**config.mk**
```make
export PLATFORM = sky130hd
export DESIGN_NAME = tbus_turnaround_arb
export DESIGN_NICKNAME = d
export VERILOG_FILES = /design/src/rtl/tbus_turnaround_arb.sv
export SDC_FILE = /design/constraint.sdc
export NUM_CORES = 1
export LEC_CHECK = 0
export ABC_AREA = 1
export CAP_MARGIN = 10
export CORE_MARGIN = 4
export CORE_UTILIZATION = 53
export DETAILED_ROUTE_END_ITERATION = 10
export PLACE_DENSITY = 0.95
export SETUP_SLACK_MARGIN = 0.15
export SYNTH_ARGS = -nofsm -noshare
export SYNTH_HDL_FRONTEND = slang
export SYNTH_SLANG_ARGS = --single-unit
export TNS_END_PERCENT = 30
```
**constraint.sdc**
```tcl
create_clock -name C -period 3.5 [get_ports C]
set_input_delay 1.05 -clock C [delete_from_list [all_inputs] [get_ports C]]
set_output_delay 1.05 -clock C [all_outputs]
set_load 0.03 [all_outputs]
```
**src/rtl/tbus_turnaround_arb.sv**
```systemverilog
// rtl/tbus_turnaround_arb.sv - round-robin owner arbiter for a shared tri-state output bank
module tbus_turnaround_arb #(
  parameter int N        = 4,
  parameter int W        = 8,
  parameter int TURN_CYC = 2,
  parameter int MAX_HOLD = 16
) (
  input  logic           C,
  input  logic           CLR_N,
  input  logic           FORCE_Z,
  input  logic [N-1:0]   REQ,
  input  logic [N*W-1:0] DATA,
  output logic [N-1:0]   GNT,
  output logic [W-1:0]   BUS_I,
  output logic [W-1:0]   BUS_T,
  output logic           BUSY
);

  localparam int PW = (N > 1) ? $clog2(N) : 1;
  localparam int TW = (MAX_HOLD > 1) ? $clog2(MAX_HOLD + 1) : 1;
  localparam int CW = 4;

  typedef enum logic [1:0] {S_IDLE, S_DRIVE, S_TURN} state_t;

  state_t         state_q, state_d;
  logic [N-1:0]   gnt_q, gnt_d;
  logic [W-1:0]   bus_i_q, bus_i_d;
  logic           t_q, t_d;
  logic [PW-1:0]  rr_q, rr_d;
  logic [TW-1:0]  tenure_q, tenure_d;
  logic [CW-1:0]  turn_q, turn_d;

  logic           win_found;
  logic [PW-1:0]  win_idx;
  logic           others_req;
  logic           hold_hit;

  // Search requesters starting just after the last owner so every requester gets a turn
  always_comb begin
    int k;
    logic [PW-1:0] k_idx;
    win_found = 1'b0;
    win_idx   = rr_q;
    k         = 0;
    k_idx     = '0;
    for (int i = 1; i <= N; i++) begin
      k     = (int'(rr_q) + i) % N;
      k_idx = PW'(k);
      if (!win_found && REQ[k_idx]) begin
        win_found = 1'b1;
        win_idx   = k_idx;
      end
    end
  end

  assign others_req = |(REQ & ~gnt_q);
  assign hold_hit   = (MAX_HOLD != 0) && (tenure_q == TW'(MAX_HOLD));

  // State and registered outputs; reset releases the bus immediately via t_q
  always_ff @(posedge C or negedge CLR_N) begin
    if (!CLR_N) begin
      state_q  <= S_IDLE;
      gnt_q    <= '0;
      bus_i_q  <= '0;
      t_q      <= 1'b1;
      rr_q     <= PW'(N - 1);
      tenure_q <= '0;
      turn_q   <= '0;
    end else begin
      state_q  <= state_d;
      gnt_q    <= gnt_d;
      bus_i_q  <= bus_i_d;
      t_q      <= t_d;
      rr_q     <= rr_d;
      tenure_q <= tenure_d;
      turn_q   <= turn_d;
    end
  end

  // Next-state: grant from IDLE, hold or release in DRIVE, count down the quiet gap in TURN
  always_comb begin
    state_d  = state_q;
    gnt_d    = gnt_q;
    bus_i_d  = bus_i_q;
    t_d      = t_q;
    rr_d     = rr_q;
    tenure_d = tenure_q;
    turn_d   = turn_q;
    case (state_q)
      S_IDLE: begin
        if (win_found && !FORCE_Z) begin
          state_d          = S_DRIVE;
          gnt_d            = '0;
          gnt_d[win_idx]   = 1'b1;
          t_d              = 1'b0;
          bus_i_d          = DATA[win_idx*W +: W];
          rr_d             = win_idx;
          tenure_d         = TW'(1);
        end
      end
      S_DRIVE: begin
        if (!REQ[rr_q] || FORCE_Z || (hold_hit && others_req)) begin
          state_d = S_TURN;
          gnt_d   = '0;
          t_d     = 1'b1;
          turn_d  = CW'(TURN_CYC);
        end else begin
          bus_i_d = DATA[rr_q*W +: W];
          if ((MAX_HOLD != 0) && !hold_hit) begin
            tenure_d = tenure_q + 1'b1;
          end
        end
      end
      S_TURN: begin
        if (turn_q <= CW'(1)) begin
          state_d = S_IDLE;
        end else begin
          turn_d = turn_q - 1'b1;
        end
      end
      default: begin
        state_d = S_IDLE;
        gnt_d   = '0;
        t_d     = 1'b1;
      end
    endcase
  end

  // Force-Z overrides the enable combinationally so the bus floats in the same cycle
  always_comb begin
    GNT   = gnt_q;
    BUS_I = bus_i_q;
    BUS_T = {W{t_q | FORCE_Z}};
    BUSY  = (state_q != S_IDLE);
  end

endmodule
```
==> flow_summary_export.csv, run 1 <==
group,metric,value,unit
run_status,outcome,"finished clean",
clock_tree,cts_setup_buffers,0,
floorplan,chipHeight,72.4,um
layout,finalNetCount,396,
floorplan,start_util,0.550,
logic_synthesis,synthCells,302,
timing,setup_viol,0,
global_routing,grt_pass1_vias,2105,
logic_synthesis,synth_area,2200,um^2
hold_path,worst_hold_path_type,"reg2reg",
clock_tree,clock_path_buffers,2,
timing,setup_slack,0.485,ns
clock_tree,clkSinkCount,26,
setup_path,cp-start-kind,"input port",
logic_synthesis,synthTopCellsByArea,"dfrtp_1 26%, nand2_1 14%, nand3_1 9.8%, nand3_2 7.7%, inv_1 5.8%",
power_and_ir_drop,leakagePower,1.40,nW
clock_tree,cts_max_level,1,
power_and_ir_drop,ir_drop,0.702,mV
power_and_ir_drop,power_density,1070,nW/um^2
timing,grt_setup_unrepaired,"false",
global_routing,antenna_found_initial,0,
global_routing,overflow,0,
placement,pre_cts_ws,0.481,ns
global_routing,grt_pass1_wl,9000,um
logic_synthesis,synth_top_area_cell,"dfrtp_1",
timing,fin_crit,3.02,ns
layout,antenna_cells,0,
clock_tree,clkTransAtPathRegs,0.09,ns
clock_tree,cts_buffers,3,
global_routing,grt_max_degree,27,
detailed_routing,drt_wl_total,5320,um
detailed_routing,wl_per_cell,13.2,um
detailed_routing,drt_first_iter_violations,156,
setup_path,crit_arrival,1.97,ns
placement,port-buffer-count,59,
clock_tree,root_buffer,"clkbuf_8",
logic_synthesis,avgSynthCellArea,7.28,um^2
timing,fmax,0.332,GHz
placement,dpl.hpwl,4090,um
placement,gp_congestion,0.886,
timing,period_share,0.861,
timing,slew_viol_final,0,
logic_synthesis,synth.top_cell.area_share,0.262,
setup_path,worst-path-max-fanout,8,
logic_synthesis,synth-seq-cells,26,
setup_path,worstPathRequired,2.45,ns
layout,nFillCells,327,
logic_synthesis,syn_nets,345,
detailed_routing,first_pass_iters,4,
detailed_routing,drc,0,
timing,hold_viol_final,0,
layout,drive_gt1_frac,0.188,
global_routing,grt_usage,0.207,
timing,slew_headroom,0.513,
detailed_routing,via_count,2165,
clock_tree,cts-resized-gates,0,
floorplan,core_area,4000,um^2
layout,area_delta_synth_final,26.7,%
clock_tree,clkLatencyLatePin,0.27,ns
timing,worstMarginPinSlew,0.728,ns
clock_tree,cts_tree,"yes",
detailed_routing,via_per_inst,5.39,
logic_synthesis,ys_warn_count,0,
detailed_routing,detail-route-antenna-nets,0,
floorplan,rows,23,
setup_path,endpoint_kind,"output pin",
floorplan,fp.dieW,72.4,um
flow_run,maxCapViolations,0,
timing,fin_worst_skew,0.00758,ns
setup_path,path_class,"in2out",
logic_synthesis,netlist-cell-type-count,31,
timing,fin_setup_tns,0,ns
logic_synthesis,yosysSeqAreaShare,0.297,
floorplan,ioPinCount,60,
clock_tree,ctsHoldBuffers,0,
floorplan,dieArea,5240,um^2
flip-flops by register name, summed over array words and instances (netlist names):
register / cells
BUS_I: 8
GNT: 4
rr_q: 2
state_q: 2
t_q: 1
tenure_q: 5
turn_q: 4
cells in the final DEF (no fill, tap or decap), types with 3 or more instances in the layout:
cell             count
a21oi_1              4
buf_4                9
clkbuf_8             3
clkdlybuf4s50_1     51
dfrtp_1             23
dfstp_2              3
ha_1                 4
inv_1               34
inv_2                5
nand2_1             84
nand2_2              9
nand2_4             10
nand3_1             43
nand3_2             17
nand3_4              4
nor2_1              13
o21ai_0             10
o21ai_1              9
area by class of cell:
type,count,area [um^2],area share
Timing Repair Buffer,60,578,0.207
Clock inverter,1,30.0,0.0108
Clock buffer,3,41.3,0.0148
Inverter,41,161,0.0579
Multi-Input combinational cell,221,1260,0.452
Tap cell,50,62.6,0.0225
Sequential cell,26,654,0.235
metrics by stage:
stage	hold slack [ns]	total power [mW]	instances	util	instance area, um^2
floorplan	0.456	2.34	302	-	2200
detailed placement	0.468	2.73	398	0.679	2720
global route	0.505	3.24	402	0.697	2790
finish	0.491	2.99	402	0.697	2790
global placement	0.462	2.66	398	0.679	2720
CTS	0.490	2.99	402	0.697	2790
synthesized netlist by cell type, drive strengths merged:
| master | n |
|---|---|
| dfstp | 3 |
| nand4 | 2 |
| nand2 | 103 |
| o211ai | 1 |
| nor3 | 1 |
| buf | 13 |
| xor2 | 2 |
| nand3 | 64 |
| ha | 4 |
| o21ai | 19 |
| o22ai | 2 |
| clkbuf | 1 |
| clkinv | 1 |
| o31ai | 2 |
| nor2 | 15 |
| or2 | 1 |
| dfrtp | 23 |
| inv | 40 |
| a21oi | 4 |
| a31oi | 1 |
worst paths after layout:
| check | start | end | slack [ns] | cells past startpoint |
|---|---|---|---|---|
| worst max-delay path | FORCE_Z | BUS_T[7] | 0.48 | 4 |
| min in group asynchronous | CLR_N | BUS_I[2]$_DFFE_PN0P_ | 1.13 | 2 |
| worst min-delay path | BUS_I[4]$_DFFE_PN0P_ | BUS_I[4]$_DFFE_PN0P_ | 0.49 | 2 |
| max in group asynchronous | CLR_N | t_q$_DFFE_PN1P_ | 2.07 | 2 |
| worst min register to register | BUS_I[4]$_DFFE_PN0P_ | BUS_I[4]$_DFFE_PN0P_ | 0.49 | 2 |
| worst max register to register | rr_q[0]$_DFFE_PN1P_ | BUS_I[4]$_DFFE_PN0P_ | 1.10 | 15 |
worst max-delay path, stage by stage:
cell	delay, ns
clkdlybuf4s50_1	0.45
inv_1	0.06
nand2_1	0.19
buf_4	0.21
where the power goes:
group          switching, mW  leakage, nW  internal (mW)
combinational           1.45         1.04          0.727
clock                 0.0935       0.0357          0.153
sequential             0.126        0.326          0.446
logic make-up (layout without fill, tap and decap cells):
group,after synthesis,after routing,synth area share
AOI/OAI and AO/OA,29,29,0.0734
xor gates and xnor gates,2,2,0.00797
adders and majority gates,4,4,0.0228
buffers and inverters,55,105,0.130
DFF,26,26,0.297
and+or+nand+nor,186,186,0.468
metal layers:
metal,GRT usage,part of all wire
met3,0.0152,0.049
met2,0.378,0.54
met1,0.260,0.39
met4,0.0615,0.016
met5,0,0
Note: power is estimated with default switching activity, not from simulation.
==> run 2, diff against run 1 <==
--- a/config.mk
+++ b/config.mk
@@ -10,6 +10,7 @@
 export CORE_MARGIN = 4
 export CORE_UTILIZATION = 53
 export DETAILED_ROUTE_END_ITERATION = 10
+export GPL_ROUTABILITY_DRIVEN = 0
 export PLACE_DENSITY = 0.95
 export SETUP_SLACK_MARGIN = 0.15
 export SYNTH_ARGS = -nofsm -noshare
==> results of run 2 <==
Same layout as run 1: the final DEF is identical, and so are final timing and power.
==> run 3, diff against run 2 <==
--- a/config.mk
+++ b/config.mk
@@ -6,9 +6,9 @@
 export NUM_CORES = 1
 export LEC_CHECK = 0
 export ABC_AREA = 1
-export CAP_MARGIN = 10
 export CORE_MARGIN = 4
 export CORE_UTILIZATION = 53
+export CTS_CLUSTER_DIAMETER = 150
 export DETAILED_ROUTE_END_ITERATION = 10
 export GPL_ROUTABILITY_DRIVEN = 0
 export PLACE_DENSITY = 0.95
==> results of run 3 <==
Same layout as run 1: the final DEF is identical, and so are final timing and power.
